===== config.mk =====
export PLATFORM = sky130hd
export DESIGN_NAME = vector_unpack_serial_flat
export DESIGN_NICKNAME = d
export VERILOG_FILES = /design/src/rtl/vector_unpack_serial_if.sv /design/src/rtl/vector_unpack_serial.sv /design/src/flat_wrapper.sv
export SDC_FILE = /design/constraint.sdc
export NUM_CORES = 1
export LEC_CHECK = 0
export ABC_AREA = 1
export CORE_MARGIN = 2
export CORE_UTILIZATION = 45
export CTS_BUF_LIST = sky130_fd_sc_hd__clkbuf_2
export DETAILED_ROUTE_END_ITERATION = 8
export GPL_ROUTABILITY_DRIVEN = 0
export PLACE_DENSITY_LB_ADDON = 0.3
export SYNTH_ARGS = -nofsm -noshare
export SYNTH_HDL_FRONTEND = slang
export SYNTH_SLANG_ARGS = --single-unit

===== constraint.sdc =====
create_clock -name clk -period 1.9 [get_ports clk]
set_input_delay 0.475 -clock clk [delete_from_list [all_inputs] [get_ports clk]]
set_output_delay 0.475 -clock clk [all_outputs]
set_load 0.05 [all_outputs]

===== src/rtl/vector_unpack_serial_if.sv =====
// Handshake bundle for vector_unpack_serial: packed-word input channel and lane-serial output.
// The slave modport is the unpacker; the master modport is the producer/consumer pair around it.
interface vector_unpack_serial_if #(
   parameter int unsigned LANE_W    = 4,
   parameter int unsigned NUM_LANES = 3
);
   localparam int unsigned IDX_W  = $clog2(NUM_LANES);
   localparam int unsigned DATA_W = NUM_LANES * LANE_W;

   logic              in_valid;
   logic              in_ready;
   logic [DATA_W-1:0] in_data;
   logic              out_valid;
   logic              out_ready;
   logic [LANE_W-1:0] out_data;
   logic [IDX_W-1:0]  out_lane;
   logic              out_last;

   modport slave (
      input  in_valid,
      input  in_data,
      input  out_ready,
      output in_ready,
      output out_valid,
      output out_data,
      output out_lane,
      output out_last
   );

   modport master (
      output in_valid,
      output in_data,
      output out_ready,
      input  in_ready,
      input  out_valid,
      input  out_data,
      input  out_lane,
      input  out_last
   );
endinterface


===== src/rtl/vector_unpack_serial.sv =====
// Serialises one packed word of NUM_LANES lanes into a lane-per-transfer stream, lane 0 first,
// with registered valid/data/lane/last and a zero-bubble reload on the last-lane fire.
module vector_unpack_serial #(
   parameter int unsigned LANE_W    = 4,
   parameter int unsigned NUM_LANES = 3
) (
   input logic                   clk,
   input logic                   rst_n,
   input logic                   clr,
   vector_unpack_serial_if.slave bus
);
   localparam int unsigned IDX_W     = $clog2(NUM_LANES);
   localparam int unsigned DATA_W    = NUM_LANES * LANE_W;
   localparam logic [IDX_W-1:0] LAST_LANE = IDX_W'(NUM_LANES - 1);

   typedef enum logic [0:0] {StIdle, StSend} state_e;

   state_e            state_q, state_d;
   logic [DATA_W-1:0] hold_q, hold_d;
   logic              out_valid_q, out_valid_d;
   logic [LANE_W-1:0] out_data_q, out_data_d;
   logic [IDX_W-1:0]  out_lane_q, out_lane_d;
   logic              out_last_q, out_last_d;

   logic             in_ready;
   logic             accept;
   logic             fire;
   logic [IDX_W-1:0] lane_inc;

   assign fire     = out_valid_q & bus.out_ready;
   // Ready on the last-lane fire lets the next word load with no bubble.
   assign in_ready = ~clr & ((state_q == StIdle) | (fire & out_last_q));
   assign accept   = bus.in_valid & in_ready;
   assign lane_inc = out_lane_q + IDX_W'(1);

   always_comb begin
      state_d     = state_q;
      hold_d      = hold_q;
      out_valid_d = out_valid_q;
      out_data_d  = out_data_q;
      out_lane_d  = out_lane_q;
      out_last_d  = out_last_q;

      if (clr) begin
         state_d     = StIdle;
         out_valid_d = 1'b0;
         out_lane_d  = '0;
         out_last_d  = 1'b0;
      end else begin
         if (fire) begin
            if (out_last_q) begin
               // Data and lane index keep their final values after the word completes.
               state_d     = StIdle;
               out_valid_d = 1'b0;
            end else begin
               out_data_d = hold_q[LANE_W-1:0];
               hold_d     = hold_q >> LANE_W;
               out_lane_d = lane_inc;
               out_last_d = (lane_inc == LAST_LANE);
            end
         end
         if (accept) begin
            state_d     = StSend;
            out_valid_d = 1'b1;
            out_data_d  = bus.in_data[LANE_W-1:0];
            hold_d      = bus.in_data >> LANE_W;
            out_lane_d  = '0;
            out_last_d  = 1'b0;
         end
      end
   end

   always_ff @(posedge clk or negedge rst_n) begin
      if (!rst_n) begin
         state_q     <= StIdle;
         hold_q      <= '0;
         out_valid_q <= 1'b0;
         out_data_q  <= '0;
         out_lane_q  <= '0;
         out_last_q  <= 1'b0;
      end else begin
         state_q     <= state_d;
         hold_q      <= hold_d;
         out_valid_q <= out_valid_d;
         out_data_q  <= out_data_d;
         out_lane_q  <= out_lane_d;
         out_last_q  <= out_last_d;
      end
   end

   assign bus.in_ready  = in_ready;
   assign bus.out_valid = out_valid_q;
   assign bus.out_data  = out_data_q;
   assign bus.out_lane  = out_lane_q;
   assign bus.out_last  = out_last_q;

`ifndef SYNTHESIS
   a_valid_in_send: assert property (@(posedge clk) disable iff (!rst_n)
      out_valid_q |-> (state_q == StSend));
   a_lane_range: assert property (@(posedge clk) disable iff (!rst_n)
      out_valid_q |-> (out_lane_q <= LAST_LANE));
   a_last_match: assert property (@(posedge clk) disable iff (!rst_n)
      out_valid_q |-> (out_last_q == (out_lane_q == LAST_LANE)));
   a_stall_stable: assert property (@(posedge clk) disable iff (!rst_n)
      (out_valid_q && !bus.out_ready && !clr) |=>
      (out_valid_q && $stable(out_data_q) && $stable(out_lane_q)));
`endif
endmodule


===== src/flat_wrapper.sv =====
// flat-port wrapper written by rule: the top's interface ports become plain ports
module vector_unpack_serial_flat 
#(
   parameter int unsigned LANE_W    = 4,
   parameter int unsigned NUM_LANES = 3
)
  (clk, rst_n, clr, bus_in_valid, bus_in_data, bus_out_ready, bus_in_ready, bus_out_valid, bus_out_data, bus_out_lane, bus_out_last);
  vector_unpack_serial_if #(.LANE_W(LANE_W), .NUM_LANES(NUM_LANES)) bus_i ();
  input logic clk;
  input logic rst_n;
  input logic clr;
  input wire logic [$bits(bus_i.in_valid)-1:0] bus_in_valid;
  input wire logic [$bits(bus_i.in_data)-1:0] bus_in_data;
  input wire logic [$bits(bus_i.out_ready)-1:0] bus_out_ready;
  output wire logic [$bits(bus_i.in_ready)-1:0] bus_in_ready;
  output wire logic [$bits(bus_i.out_valid)-1:0] bus_out_valid;
  output wire logic [$bits(bus_i.out_data)-1:0] bus_out_data;
  output wire logic [$bits(bus_i.out_lane)-1:0] bus_out_lane;
  output wire logic [$bits(bus_i.out_last)-1:0] bus_out_last;
  assign bus_i.in_valid = bus_in_valid;
  assign bus_i.in_data = bus_in_data;
  assign bus_i.out_ready = bus_out_ready;
  assign bus_in_ready = bus_i.in_ready;
  assign bus_out_valid = bus_i.out_valid;
  assign bus_out_data = bus_i.out_data;
  assign bus_out_lane = bus_i.out_lane;
  assign bus_out_last = bus_i.out_last;
  vector_unpack_serial #(.LANE_W(LANE_W), .NUM_LANES(NUM_LANES)) u_core (.clk(clk), .rst_n(rst_n), .clr(clr), .bus(bus_i));
endmodule

==> results of run 1 <==
## flip-flops by register name, summed over array words and instances (netlist names)
name and flops:
u_core.bus.out_data 4, u_core.bus.out_lane 2, u_core.bus.out_last 1, u_core.hold_q 8
u_core.state_q 1
## worst max path at each step
| stage | startpoint | end | slack (ps) | depth (start not counted) |
|---|---|---|---|---|
| 2_1_floorplan | u_core.bus.out_last$_DFFE_PN0P_ | bus_in_ready | 100 | 2 |
| 3_3_place_gp | bus_out_ready | bus_in_ready | 70 | 4 |
| 3_5_place_dp | bus_out_ready | bus_in_ready | 60 | 4 |
| 4_1_cts | bus_out_ready | bus_in_ready | 50 | 4 |
| 5_1_grt | bus_out_ready | bus_in_ready | 30 | 4 |
| 6_report | bus_out_ready | bus_in_ready | 50 | 4 |
## per-stage QoR
| stage | total power, µW | worst slack (ps) | cell area (µm²) |
|---|---|---|---|
| 6_report | 834 | 51.5 | 1120 |
| 2_1_floorplan | 581 | 101 | 802 |
| 5_1_grt | 887 | 26.1 | 1120 |
| 3_5_place_dp | 694 | 56.6 | 1100 |
| 3_3_place_gp | 686 | 72.0 | 1100 |
| 4_1_cts | 845 | 49.4 | 1120 |
## kinds of logic after synthesis
logic type	Yosys count
AOI/OAI and AO/OA	12
DFF	16
adders and majority gates	1
and+or+nand+nor	51
xor gates and xnor gates	1
buffers and inverters	21
## report_power, final
group	leakage (µW)	total, µW	internal (µW)	switching, µW
Clock	0.0000140	150	45.7	104
Combinational	0.000377	268	106	162
Sequential	0.000193	416	391	25.5
## worst register-to-register path: cells and delay by family (launching register included)
kind / cells / cell delay (ps)
simple gates: 2 / 180
flops: 1 / 470
buf+inv: 2 / 220
compound gates: 2 / 350
## cells in the mapped netlist
master                     instances  area, µm²
sky130_fd_sc_hd__buf_4             1       7.51
sky130_fd_sc_hd__nand3_1           4       20.0
sky130_fd_sc_hd__a21oi_1           2       10.0
sky130_fd_sc_hd__nor3_1            1       5.00
sky130_fd_sc_hd__nand3_4           1       17.5
sky130_fd_sc_hd__nand4_1           4       25.0
sky130_fd_sc_hd__xor2_1            1       8.76
sky130_fd_sc_hd__nand2_1          16       60.1
sky130_fd_sc_hd__inv_1            19       71.3
sky130_fd_sc_hd__ha_1              1       12.5
sky130_fd_sc_hd__nor2_1           22       82.6
sky130_fd_sc_hd__nand2_2           2       12.5
sky130_fd_sc_hd__o21ai_0           9       45.0
sky130_fd_sc_hd__dfrtp_1          16        400
sky130_fd_sc_hd__nor3_2            1       10.0
sky130_fd_sc_hd__clkbuf_1          1       3.75
sky130_fd_sc_hd__o21a_1            1       7.51
## routing by layer
layer  vias up  global-route usage, %  wire (µm)  share of wire [%]
li1        384                      -          -                  -
met1       320                   22.4        717                 43
met2        21                   31.1        834                 50
met3         2                   3.92        106                6.4
met4         0                   8.57         10               0.60
met5         -                      0          0                  0
## layout make-up
type                    count  area [µm²]
fillers                   157         566
flip-flops and latches     16         400
multi-input cells          65         319
repair buffers             32         293
inverters                  19        71.3
well taps                  17        21.3
clock buffers               3        15.0
clock inverters             1        3.75
==> results.txt, run 1 <==
- The synthesized netlist devotes 1.10% of its cell area to XOR and XNOR gates.
- Of the available clock period, the critical path in the final layout requires 97.3%.
* Max Slew Vio Count: 0
* CP arrival: around 1400 ps
- Setup Total Neg Slack: 0 ps
* Setup repair bufs after CTS: 0
- Register-to-register setup slack: 640 ps
* Share of cells above drive strength 1: about 18%
* Number of hold buffers added after CTS: 0
* Vias in the first global route: a little under 700
- The synthesized netlist devotes 7.82% of its cell area to compound gates.
* CTS Sinks: 16
- Area growth from synthesis to layout: 40.5%
- The die is 46.2 µm wide.
- The synthesized netlist devotes ~1.6% of its cell area to adder and majority cells.
* Terminus of the critical flop-to-flop path: u_core.bus.out_lane[1]$_DFFE_PN0P_
* Overall die area: ~2100 µm²
* Worst stage delay on the critical path: 490 ps
- Number of diodes added for antenna fixing: 0
* Slowest cell on the critical path: sky130_fd_sc_hd__clkdlybuf4s50_1
- Summing the areas of all and, or, nand and nor instances in the mapped netlist gives 29.1% of the synthesized area.
* Initial antenna violation count: 0
- Multiplexer share of the synthesized area: 0%
- Total wirelength of the detailed-routed design: 1.67 mm
* R2r startpoint: u_core.bus.out_last$_DFFE_PN0P_
* Setup Viol. Count Final: 0
- Count of unresolved DRC violations after routing: 0
- During placement, the flow inserted port buffers numbering 25.
* Total clock buffers created by CTS: 3
- Detail Placement HPWL: 1.29 mm
- After synthesis, the largest family of logic cells by area is simple AND/OR/NAND/NOR gates.
- Yosys warning count: 0
* Total Nets Final: 155
* Maximum clock frequency: 0.541 GHz
* Top Family by Delay on Critical Path: buffers and inverters
- Deepest clock path buffer count: 2
* Fin cells: 153
- Using the TritonRoute via totals, the vias-per-cell ratio works out to 4.75.
- The detail route stage leaves a number of antenna-violating nets equal to 0.
- Core area: 1690 µm²
* Source-to-sink clock delay at the later pin of the worst-skew pair: between 200 and 300 ps
- Max IR drop VDD: 437 µV
* Synthesis-stage register bit count: 16
- The library cell used most frequently in the layout, excluding fill and tap cells, is sky130_fd_sc_hd__nor2_1.
* CTS root buf: sky130_fd_sc_hd__clkbuf_2
* Startpoint type of the worst setup path: input port
- Across the run, the number of max-cap violations was 0.
- The netlist uses 17 different library cells.
* Global-route wire length before repair: 2.81 mm
- Count of pins on the block boundary: 26
- In this run the core area contains 15 standard-cell rows.
* Overall die height: 46.2 µm
* Count of final hold-check violations: 0
- Measured against its own limit, the worst slew margin works out to 83.9%.
- WP buf/inv: 2
* Synthesized net count: between 100 and 150
- Cell-by-cell listing of the critical path: clkdlybuf4s50_1 -> a21oi_1 -> nor2_2 -> buf_12
* Crit Path Max Fanout: 3
- Kind of critical path: in -> out
- The path class of the tightest hold or removal check is in -> async.
* Worst Hold Slack: 493 ps
- Result of the run: completed
- Setup repair after global routing left no endpoint under its margin.
- TritonCTS built the clock tree.
* Leakage component of the power: 0.000584 µW
* Number of instances resized during post-cts repair: 0
* Initial DRT Pass Iterations: 4
* Worst R2R Path Depth: 6
- Kind of end point of the critical path: output pin
- For this configuration, the core starts out at a cell density of 47.3%.
- Dividing total power by cell area gives a power density of between 700 and 800 nW/µm².
- For the pin with the worst max-slew slack, the measured transition is 241 ps.
- At the worst endpoint, the required time is about 1400 ps.
- Post-detailed-route wirelength per cell: 10.9 µm
- The cell area that synthesis handed to floorplanning was 800 µm².
- Clock-pin slew was measured on the worst setup and hold paths at 150 ps.
- Final setup skew: between 9 and 10 ps
- In this run, the number of DRC markers left after iteration 0 of detailed routing was 14.
- The number of placed instances, taps included, is ~150.
- Via count: 727
* Final core occ: between 60% and 70%
- Most used cells in the layout excluding fill and tap cells: sky130_fd_sc_hd__nor2_1 (21), sky130_fd_sc_hd__inv_1 (19), sky130_fd_sc_hd__nand2_1 (16), sky130_fd_sc_hd__clkdlybuf4s50_1 (16), sky130_fd_sc_hd__dfrtp_1 (16)
- Global routing used 18.5% of the available tracks across all layers.
- H-tree lvl count: 1
* Final critical delay including setup and external delays: 1850 ps
- Synth Area per Inst: 7.84 µm²
* Synthesized instance count: 102
- Maximum number of pins on one net before global-route repair: 17
* Total overflow reported by the global router: 0
- Of the synthesized area, sequential elements account for 50.1%.
No activity file was read; power rests on OpenSTA's default activity.
==> inputs of run 2 (changes only) <==
--- a/config.mk
+++ b/config.mk
@@ -11,6 +11,7 @@
 export CTS_BUF_LIST = sky130_fd_sc_hd__clkbuf_2
 export DETAILED_ROUTE_END_ITERATION = 8
 export GPL_ROUTABILITY_DRIVEN = 0
+export GPL_TIMING_DRIVEN = 0
 export PLACE_DENSITY_LB_ADDON = 0.3
 export SYNTH_ARGS = -nofsm -noshare
 export SYNTH_HDL_FRONTEND = slang
==> results.txt, run 2 (synthesis results as in run 1) <==
- The final-report setup violation count is 0 (unchanged).
* Count of unresolved DRC violations after routing: 0 (unchanged)
- CTS root buf: sky130_fd_sc_hd__clkbuf_2 (unchanged)
- The share of the clock period used by the worst path came to 96.6% (was 97.3%).
* Kind of critical path: in -> out (unchanged)
- The max-slew violation count is 0 (unchanged).
- The post-layout minimum cycle time is 1830 ps (was 1850 ps).
- The peak supply drop was 422 µV (was 437 µV).
- The number of placed cells counting well taps came to 143 (was 149).
- Worst R2R Path Depth: 5 (was 6)
- Maximum clock frequency: 0.545 GHz (was 0.541 GHz)
* Terminus of the critical flop-to-flop path: u_core.hold_q[0]$_DFFE_PN0P_ (was u_core.bus.out_lane[1]$_DFFE_PN0P_)
* Overall die area: 2130 µm² (unchanged)
* Area growth from synthesis to layout: 34.3% (was 40.5%)
- The share of post-route cells with drive strength above 1 was 8.46% (was 17.6%).
* Initial DRT Pass Iterations: 4 (unchanged)
- Number of rows in the core area: 15 (unchanged)
- The count of vias placed by the detailed router is 716 (was 727).
- Post-route setup slack: 65.2 ps (was 51.5 ps)
* Most common cell after layout, fill and taps aside: sky130_fd_sc_hd__nor2_1 (unchanged)
- The hold buffer count at CTS is 0 (unchanged).
* Number of max-capacitance violations reported: 0 (unchanged)
- The clock sink total was 16 (unchanged).
- The relative contribution of sequential cells to total power came to 51.0% (was 49.9%).
- The number of standard cells in the layout, taps in and fillers out is 147 (was 153).
- CP arrival: 1360 ps (was 1370 ps)
- The global-route wire length before repair was 2.77 mm (was 2.81 mm).
- Number of vias per cell: 4.87 (was 4.75)
* Number of diodes added for antenna fixing: 0 (unchanged)
* Clock input transition at the sequential cells of the worst setup and hold paths: 160 ps (was 150 ps)
- The net count reported at finish is 149 (was 155).
- The headroom to the max-slew limit is 51.8% (was 83.9%).
* Number of inserted filler cells in the final layout: 173 (was 157)
- Most used cells in the layout excluding fill and tap cells: sky130_fd_sc_hd__nor2_1 (21), sky130_fd_sc_hd__inv_1 (19), sky130_fd_sc_hd__nand2_1 (16), sky130_fd_sc_hd__dfrtp_1 (16), sky130_fd_sc_hd__clkdlybuf4s50_1 (15) (was sky130_fd_sc_hd__nor2_1 (21), sky130_fd_sc_hd__inv_1 (19), sky130_fd_sc_hd__nand2_1 (16), sky130_fd_sc_hd__clkdlybuf4s50_1 (16), sky130_fd_sc_hd__dfrtp_1 (16))
* Worst hold path startpoint: u_core.bus.out_data[0]$_DFFE_PN0P_
* Internal power: 523 µW (was 542 µW)
- Total overflow reported by the global router: 0 (unchanged)
- Startpoint type of the worst setup path: input port (unchanged)
* CTS tree: built (unchanged)
- H-tree lvl count: 1 (unchanged)
* Count of port buffers added during placement: 24 (was 25)
* Crit Path Max Fanout: 3 (unchanged)
* Post-detailed-route wirelength per cell: 11.0 µm (was 10.9 µm)
* Hold depth: 2
* Switching power share of the total: 35.3% (was 35.0%)
- The via count of the first global-routing pass was 673 (was 693).
- DRT antenna net count: 0 (unchanged)
* Power density over cell area: 753 nW/µm² (was 743 nW/µm²)
- Count of pins on the block boundary: 26 (unchanged)
* Leakage component of the power: 0.000557 µW (was 0.000584 µW)
- The combinational share of power was 30.5% (was 32.1%).
* Worst hold path class: reg -> reg (was in -> async)
* Switching power: 285 µW (was 292 µW)
- The pin slew with the least headroom to its limit is 721 ps (was 241 ps).
- The worst clock skew came to 17.2 ps (was 9.71 ps).
- Effective utilization at floorplan: 47.3% (unchanged)
- Count of final hold-check violations: 0 (unchanged)
- The post-route setup TNS was 0 ps (unchanged).
* Data required time at the worst endpoint: 1420 ps (about the same)
- The final wirelength came to 1.62 mm (was 1.67 mm).
- The number of clock buffers inserted by TritonCTS came to 3 (unchanged).
- The clock latency at the later pin of the worst-skew pair is 290 ps (about the same).
- R2r startpoint: u_core.state_q$_DFFE_PN0P_ (was u_core.bus.out_last$_DFFE_PN0P_)
* Core area: 1690 µm² (unchanged)
* Number of flip-flops in the largest register: 8 (unchanged)
* Setup repair after global routing missed its margin: no (unchanged)
- The initial detailed-routing violation count was 10 (was 14).
- Post-place setup slack: -554 ps (was 56.6 ps)
- The maximum buffer depth of the clock tree came to 2 (unchanged).
- The relative contribution of the clock network to total power was 18.4% (was 18.0%).
* Maximum number of pins on one net before global-route repair: 17 (unchanged)
- Global-route total usage across every layer: 18.7% (was 18.5%)
* Register with the most flip-flops: u_core.hold_q (unchanged)
- Result of the run: completed (unchanged)
- The vertical extent of the die was 46.2 µm (unchanged).
* Horizontal die dimension: 46.2 µm (unchanged)
* Detail Placement HPWL: 1.25 mm (was 1.29 mm)
- The initial antenna violation count came to 0 (unchanged).
- Endpoint of the worst hold path: u_core.bus.out_data[0]$_DFFE_PN0P_
- Tot Pwr: 808 µW (was 834 µW)
* Kind of end point of the critical path: output pin (unchanged)
- The slack of the worst reg-to-reg path is 510 ps (was 640 ps).
run 2: worst max path at each step:
stage | cells past startpoint | endpoint | slack, ps | startpoint
global placement | 4 | bus_in_ready | -530 | bus_out_ready
floorplan | 2 | bus_in_ready | 100 | u_core.bus.out_last$_DFFE_PN0P_
detailed placement | 4 | bus_in_ready | -550 | bus_out_ready
finish | 4 | bus_in_ready | 70 | bus_out_ready
global route | 1 | bus_out_last | 3 | u_core.bus.out_last$_DFFE_PN0P_
CTS | 4 | bus_in_ready | 40 | bus_out_ready
run 2: layer usage:
layer / wire, µm / global-route usage, % / vias to the layer above
met1: 688 / 22.1 / 316
met2: 803 / 30.8 / 23
met3: 106 / 4.31 / 4
met5: 0 / 0 / -
li1: - / - / 373
met4: 23 / 10.3 / 0
run 2: power groups by stage:
stage	combinational [µW]	sequential [µW]	clock, µW
after floorplan	91.8	490	0
after global placement	259	419	0
after detailed placement	263	422	0
after CTS	250	414	160
after global routing	273	419	177
final	247	412	149
run 2: cell type report:
cell class	count	area [µm²]	area share (%)
flip-flops and latches	16	400	37.3
multi-input cells	65	323	30.1
repair buffers	24	228	21.2
inverters	19	71.3	6.64
well taps	17	21.3	1.98
clock buffers	3	15.0	1.40
plain buffers	2	11.3	1.05
clock inverters	1	3.75	0.350
run 2: per-stage QoR:
stage,hold slack [ps],utilization (%),cell area (µm²)
after global routing,561,63.6,1070
final,521,63.6,1070
after CTS,530,63.3,1070
after detailed placement,500,63.0,1060
after floorplan,179,-,802
after global placement,493,63.0,1060
run 2: critical path, cell delays in order:
cell	delay [ps]
sky130_fd_sc_hd__clkdlybuf4s50_1	510
sky130_fd_sc_hd__a21oi_2	80
sky130_fd_sc_hd__nor2_2	90
sky130_fd_sc_hd__buf_4	200
run 2: what timing repair did:
item,4_1_cts,5_1_grt
gates cloned,0,0
setup endpoints to repair,9,1
pin swaps,0,0
buffers inserted,0,0
resized for setup,14,1
